==> src/rtl/instr_fetch.sv <==
// instr_fetch: instruction fetch unit.
// Owns the program counter. Fetches sequential words from a combinational
// instruction memory into a DEPTH-entry prefetch queue. Hands {pc, instr}
// to decode with a valid/ready handshake. Accepts redirects from downstream.
//
// Optional feature macro: FETCH_MISALIGN_TRAP_EN
//   defined   : a misaligned redirect loads the raw pc, flushes the queue and
//               parks in TRAP with misalign=1 until a legal redirect or reset.
//   undefined : redirect_pc[1:0] is ignored and misalign is tied 0.
//
// Ports:
//   clk            in   rising-edge clock
//   reset          in   asynchronous, active-high reset
//   imem_addr      out  byte address to instruction memory (always pc)
//   imem_instr     in   instruction at imem_addr, same cycle
//   out_valid      out  queue head valid
//   out_ready      in   decode accepts head
//   out_instr      out  head instruction (0 when not valid)
//   out_pc         out  head byte address (0 when not valid)
//   redirect_valid in   redirect request
//   redirect_pc    in   redirect target byte address
//   done           out  fetch stopped at end of memory (END state)
//   misalign       out  misaligned-redirect trap (TRAP state)
module instr_fetch #(
  parameter logic [31:0] RESET_PC  = 32'd40,
  parameter int unsigned DEPTH     = 2,
  parameter int unsigned MEM_WORDS = 250
) (
  input  logic        clk,
  input  logic        reset,
  output logic [31:0] imem_addr,
  input  logic [31:0] imem_instr,
  output logic        out_valid,
  input  logic        out_ready,
  output logic [31:0] out_instr,
  output logic [31:0] out_pc,
  input  logic        redirect_valid,
  input  logic [31:0] redirect_pc,
  output logic        done,
  output logic        misalign
);

  localparam int unsigned PW = (DEPTH > 1) ? $clog2(DEPTH) : 1;
  localparam int unsigned CW = $clog2(DEPTH) + 1;
  localparam logic [31:0] LIMIT = 32'(MEM_WORDS * 4);

  typedef enum logic [1:0] {
    ST_FETCH = 2'd0,
    ST_END   = 2'd1,
    ST_TRAP  = 2'd2
  } state_t;

  state_t          r_state;
  state_t          w_state_nxt;
  logic [31:0]     r_pc;
  logic [31:0]     w_pc_nxt;
  logic [CW-1:0]   r_count;
  logic [PW-1:0]   r_head;
  logic [PW-1:0]   r_tail;
  logic [31:0]     r_q_pc    [DEPTH];
  logic [31:0]     r_q_instr [DEPTH];

  logic            w_deq;
  logic            w_enq;
  logic [31:0]     w_redir_pc;

`ifdef FETCH_MISALIGN_TRAP_EN
  logic            w_redir_mis;
  assign w_redir_mis = (redirect_pc[1:0] != 2'b00);
  assign w_redir_pc  = redirect_pc;
`else
  logic            w_unused_lo;
  assign w_unused_lo = ^redirect_pc[1:0];
  assign w_redir_pc  = {redirect_pc[31:2], 2'b00};
`endif

  assign out_valid = (r_count != '0);
  assign out_pc    = out_valid ? r_q_pc[r_head]    : '0;
  assign out_instr = out_valid ? r_q_instr[r_head] : '0;
  assign imem_addr = r_pc;
  assign done      = (r_state == ST_END);
`ifdef FETCH_MISALIGN_TRAP_EN
  assign misalign  = (r_state == ST_TRAP);
`else
  assign misalign  = 1'b0;
`endif

  assign w_deq = out_valid & out_ready;
  // A full queue may still accept when its head leaves in the same cycle.
  assign w_enq = (r_state == ST_FETCH) & ((r_count < CW'(DEPTH)) | w_deq)
               & ~redirect_valid;

  always_comb begin
    w_state_nxt = r_state;
    w_pc_nxt    = r_pc;
    if (redirect_valid) begin
      w_pc_nxt = w_redir_pc;
`ifdef FETCH_MISALIGN_TRAP_EN
      if (w_redir_mis)
        w_state_nxt = ST_TRAP;
      else
`endif
      if (w_redir_pc >= LIMIT)
        w_state_nxt = ST_END;
      else
        w_state_nxt = ST_FETCH;
    end else if (r_state == ST_FETCH) begin
      if (w_enq)
        w_pc_nxt = r_pc + 32'd4;
      // Stopping on the incremented pc keeps pc+4 from ever wrapping.
      if (w_pc_nxt >= LIMIT)
        w_state_nxt = ST_END;
    end
  end

  always_ff @(posedge clk or posedge reset) begin
    if (reset) begin
      r_state <= ST_FETCH;
      r_pc    <= RESET_PC;
    end else begin
      r_state <= w_state_nxt;
      r_pc    <= w_pc_nxt;
    end
  end

  always_ff @(posedge clk or posedge reset) begin
    if (reset) begin
      r_count <= '0;
      r_head  <= '0;
      r_tail  <= '0;
    end else if (redirect_valid) begin
      r_count <= '0;
      r_head  <= '0;
      r_tail  <= '0;
    end else begin
      if (w_enq && !w_deq)
        r_count <= r_count + CW'(1);
      else if (!w_enq && w_deq)
        r_count <= r_count - CW'(1);
      if (w_enq)
        r_tail <= r_tail + PW'(1);
      if (w_deq)
        r_head <= r_head + PW'(1);
    end
  end

  // Payload storage needs no reset: out_valid gates what is visible.
  always_ff @(posedge clk) begin
    if (w_enq) begin
      r_q_pc[r_tail]    <= r_pc;
      r_q_instr[r_tail] <= imem_instr;
    end
  end

endmodule
==> config.mk <==
export PLATFORM = sky130hd
export DESIGN_NAME = instr_fetch
export DESIGN_NICKNAME = d
export VERILOG_FILES = /design/src/rtl/instr_fetch.sv
export SDC_FILE = /design/constraint.sdc
export NUM_CORES = 1
export LEC_CHECK = 0
export ABC_AREA = 1
export BUFFER_PORTS_ARGS = -buffer_cell sky130_fd_sc_hd__buf_2
export CORE_MARGIN = 2
export CORE_UTILIZATION = 29
export CTS_BUF_LIST = sky130_fd_sc_hd__clkbuf_8
export DETAILED_ROUTE_END_ITERATION = 10
export PLACE_DENSITY_LB_ADDON = 0.3
export SYNTH_ARGS = -nofsm -noshare
export SYNTH_HDL_FRONTEND = slang
export SYNTH_SLANG_ARGS = --single-unit
==> constraint.sdc <==
create_clock -name clk -period 6 [get_ports clk]
set_clock_uncertainty 0.2 [all_clocks]
set_input_delay 0.9 -clock clk [delete_from_list [all_inputs] [get_ports clk]]
set_output_delay 0.9 -clock clk [all_outputs]
set_load 0.03 [all_outputs]
# After elaboration in Yosys (flattened, before gate mapping)
# Memory sizes are Yosys's and may differ from the RTL's.
# Index checks and enable logic that the tools add are counted.
# Widths: inputs -> output; s select.
classes:
  addsub: 5
  n_lt_le_gt_ge: 3
  eq_ne: 1
  muxes: 20
  bitwise_logic: 5
  n_reduce_logical: 12
op_table:
  columns: ["op", "count"]
  rows:
  - ["$mux 32", 7]
  - ["$ge 32x10->1 const B", 2]
  - ["$add 32x3->32 const B", 1]
  - ["$mux 2", 6]
  - ["$reduce_bool 2->1", 5]
  - ["$mux 1", 7]
  - ["$and 1x1->1", 3]
  - ["$reduce_bool 3->1", 1]
  - ["$add 1x1->1 const B", 2]
  - ["$add 2x1->2 const B", 1]
  - ["$eq 2x1->1 const B", 1]
  - ["$logic_and 1x1->1", 2]
  - ["$logic_not 1->1", 2]
  - ["$logic_not 2->1", 1]
  - ["$lt 2x2->1 const B", 1]
  - ["$reduce_and 2->1", 1]
  - ["$sub 2x1->2 const B", 1]
  - ["$not 1->1", 1]
  - ["$or 1x1->1", 1]
word_totals:
  register_bits: 38
  ram_bits: 128
  in_bits: 68
  out_inout_bits: 99
  wordCells: 53
  memories: 2
mem_list:
  columns: ["name", "words", "width", "rd", "rd_ports_with_merged_regs", "wr", "line_no", "text"]
  rows:
  - ["r_q_instr", 2, 32, 1, 0, 1, "61", "logic [31:0] r_q_instr [DEPTH];"]
  - ["r_q_pc", 2, 32, 1, 0, 1, "60", "logic [31:0] r_q_pc [DEPTH];"]

# Logic depth before layout (Yosys ltp)
logic_depth:
  ltp_word: 12
  mapped_depth: 17

# Least setup slack after synthesis
# No wires, ideal clock.
synth_path:
  path_type: "input to register"
  from: "input redirect_valid"
  to: "memory r_q_instr[1][0], enable pin"
  arrival_time_ps: 5339
  path_slack_ps: -97
  path_stages: 3
  cell_sequence: "inv_2 > nand2_1 > nor3_1"
synth_via:
  elab_chain_cells: 4
synth_lines:
  columns: ["item", "line_no", "text"]
  rows:
  - ["start, declared", "37", "input logic redirect_valid,"]
  - ["$not 1->1", "91", "& ~redirect_valid;"]
  - ["$and 1x1->1", "91", null]
  - ["$mux 1", "149", "if (w_enq) begin"]
  - ["$mux 1 (not written as such)", "151", "r_q_instr[r_tail] <= imem_instr;"]
  - ["end, declared", "61", null]
# No other way between the ends.

# Final worst setup path
layout_path:
  from: "register r_head"
  to: "output out_pc[18]"
layout_via:
  elab_chain_cells: 2
layout_lines:
  columns: ["item", "line_no", "text"]
  rows:
  - ["start, declared", "58", "logic [PW-1:0] r_head;"]
  - ["start signal, assigned", "143", "r_head <= r_head + PW'(1);"]
  - ["$mem_v2 2x32", null, null]
  - ["$mux 32", "78", "assign out_pc = out_valid ? r_q_pc[r_head] : '0;"]
  - ["end, declared", "36", "output logic [31:0] out_pc,"]
# No other way between the ends.

==> impl_metrics.yaml <==
setup_path:
  startpoint_type: "flop"
  timing.rr.end: "r_q_pc[0][18]"
  reg2reg_depth: 4
  ff2ff_setup_slack_ns: 3.42
  cp_max_fo: 44
  cp-end-kind: "primary output"
  arrival_ns: 2.37
  critical_path_class: "reg2out"
  required_ns: 4.90
  timing.rr.start: "r_state[0]"
place:
  io_buffers: 159
  dp_hpwl_mm: 12.5
  gp_congestion: 0.871
synthesis:
  ys_ff_latch: 159
  synthCells: 742
  synth_edf_count: 124
  synth_area_um2: 7240
  yosys_warnings: 0
  post-synth-top-count-cell: "nand2_1"
  netlist-cell-type-count: 38
  synth_common_cells: "nand2_1 (292), edfxtp_1 (124), a21oi_1 (68)"
  synth_top_area_frac: 0.515
  synth.area.top_cells: "edfxtp_1 (51%), nand2_1 (15%), dfrtp_1 (11%), a21oi_1 (4.7%), nor2_1 (2.1%)"
  seq_area_frac_synth: 0.636
  async_reset_ff_frac: 0.220
  yosys_most_used_dff: "edfxtp_1"
  synth_area_per_cell_um2: 9.75
  yosysTopAreaCell: "edfxtp_1"
clocking:
  cts_resized: 0
  cts_buffer_depth: 2
  cts_num_sinks: 159
  clock_latency_ns: 0.45
  ctsHoldBuffers: 0
  clockRootBuffer: "clkbuf_8"
  clk_pin_slew_ns: 0.09
  htreeDepth: 4
  tritoncts: "built"
  postCtsSetupBuffers: 0
  numCtsBuffers: 17
floorplanning:
  rows: 57
  die_area_um2: 26200
  core_area_um2: 24400
  start_util: 0.297
  ios: 167
  die_x_um: 162
  die_h_um: 162
timing:
  fin_crit_ns: 3.47
  rsz0062_at_grt: "false"
  maxSlewHeadroom: 0.340
  slew_viol_final: 0
  tightest_slew_ns: 0.986
  clock.fmax_mhz: 288
  finalSetupViolations: 0
  layout_worst_path_cycle_share: 0.579
  setup_tns_ns: 0
  hold_viol_final: 0
global_route:
  grt_start_max_net_pins: 65
  grt_pass1_vias: 5059
  grt_pass1_wl_mm: 28.9
  grt_overflow_total: 0
  grt_use_total: 0.145
  antenna_found_initial: 0
layout:
  diodes: 0
  fill_cells: 2503
  fin_nets: 967
  fin_util: 0.359
  area_growth_pct: 21.2
  drive_gt1_frac: 0.256
power:
  pwr-share-clk: 0.242
  p_per_area_nw_per_um2: 358
  leakagePower_nw: 3.74
  peakVddDrop_v: 0.000179
  net-switching-power_mw: 1.28
  seq_power_share: 0.408
  pwr-share-comb: 0.350
  cellInternalPower_mw: 1.86
  swShare: 0.407
detailed_routing:
  drt-total-wl_mm: 18.8
  drc_errors: 0
  avgViaCountPerCell: 4.46
  drt-wirelength-per-cell_um: 15.2
  final_antenna_net_count: 0
  route.vias.total: 5512
  dr.pass1.iters: 7
  drt_iter0_drc: 405
hold_path:
  hold_path.class: "in2async"
flow_run:
  maxCapViolCount: 0
outcome:
  run_status: "completed"
[kinds of logic after synthesis]
group,Yosys count,share of synthesized area
buf+inv,76,0.0434
other cells,1,0.000518
fa+ha+maj,1,0.00173
compound gates,96,0.0688
flops,159,0.636
simple gates,404,0.243
xor+xnor,5,0.00605
[routing by layer]
| metal | global-route usage | up-vias | share of wire |
|---|---|---|---|
| met2 | 0.228 | 165 | 0.46 |
| met1 | 0.204 | 2551 | 0.48 |
| met4 | 0.0410 | 0 | 0.0080 |
| met5 | 0 | - | 0 |
| li1 | - | 2786 | - |
| met3 | 0.0314 | 10 | 0.052 |
[worst max path at each step]
stage,to,start,slack (ns),cells after the start
floorplan,r_q_instr[0][0],redirect_valid,1.43,4
global placement,r_q_instr[1][10],redirect_valid,2.25,5
detailed placement,r_q_pc[1][28],redirect_valid,2.23,5
CTS,out_pc[18],r_head,2.40,5
global route,out_pc[18],r_head,2.31,5
finish,out_pc[18],r_head,2.53,5
[per-stage QoR]
stage	hold slack, ns	setup slack [ns]	total power, mW	instance area [um^2]	std cells
floorplan	0.265	1.43	2.04	7260	746
global placement	0.343	2.25	2.41	8390	1203
detailed placement	0.347	2.23	2.42	8390	1203
CTS	0.336	2.40	3.19	8770	1235
global route	0.364	2.31	3.31	8770	1235
finish	0.353	2.53	3.13	8770	1235
[registers in the layout, indices dropped and copies added (netlist names)]
signal and cells:
r_q_instr 64, r_q_pc 60, imem_addr 30, r_count 2, r_head 1, r_state 1, r_tail 1
[power by group through the flow]
stage	Sequential, mW	Clock (mW)	Combinational, mW
after floorplan	1.31	0	0.727
after global placement	1.30	0	1.11
after detailed placement	1.30	0	1.12
after CTS	1.28	0.792	1.12
after global routing	1.28	0.842	1.18
final	1.28	0.759	1.10
[cell usage in the layout (no fill, tap or decap), types with 3 or more instances in the layout]
cell type	Yosys	layout
o21ai_0	15	15
nand3_1	16	16
nor3_1	5	4
inv_1	38	42
nor4_1	6	6
dfrtp_1	33	32
nand2_2	7	7
inv_2	5	5
clkinv_2	0	4
nor2_2	11	11
conb_1	1	5
nor2_1	40	38
xnor2_1	3	3
buf_2	0	159
clkbuf_8	0	18
nor3_4	2	3
nor2_4	2	4
edfxtp_1	124	124
o21ai_1	5	5
buf_4	5	5
o22ai_1	3	3
nand3b_1	6	6
nand2_1	292	292
a21oi_1	68	68
nand4_1	11	11
[worst max-delay path, stage by stage (launching register included)]
cell     delay [ns]
dfrtp_2        0.41
inv_2          0.63
buf_4          0.38
nand2_1        0.07
a21oi_1        0.19
buf_2          0.24
[area by class of cell]
type / count / area [um^2] / area share
multi-input combinational: 511 / 2360 / 0.269
clock inverter: 14 / 129 / 0.0147
clock buffer: 18 / 248 / 0.0283
tap: 324 / 405 / 0.0462
timing repair buffer: 165 / 853 / 0.0973
sequential: 159 / 4600 / 0.525
inverter: 44 / 168 / 0.0191
No activity file was read; power rests on OpenSTA's default activity.
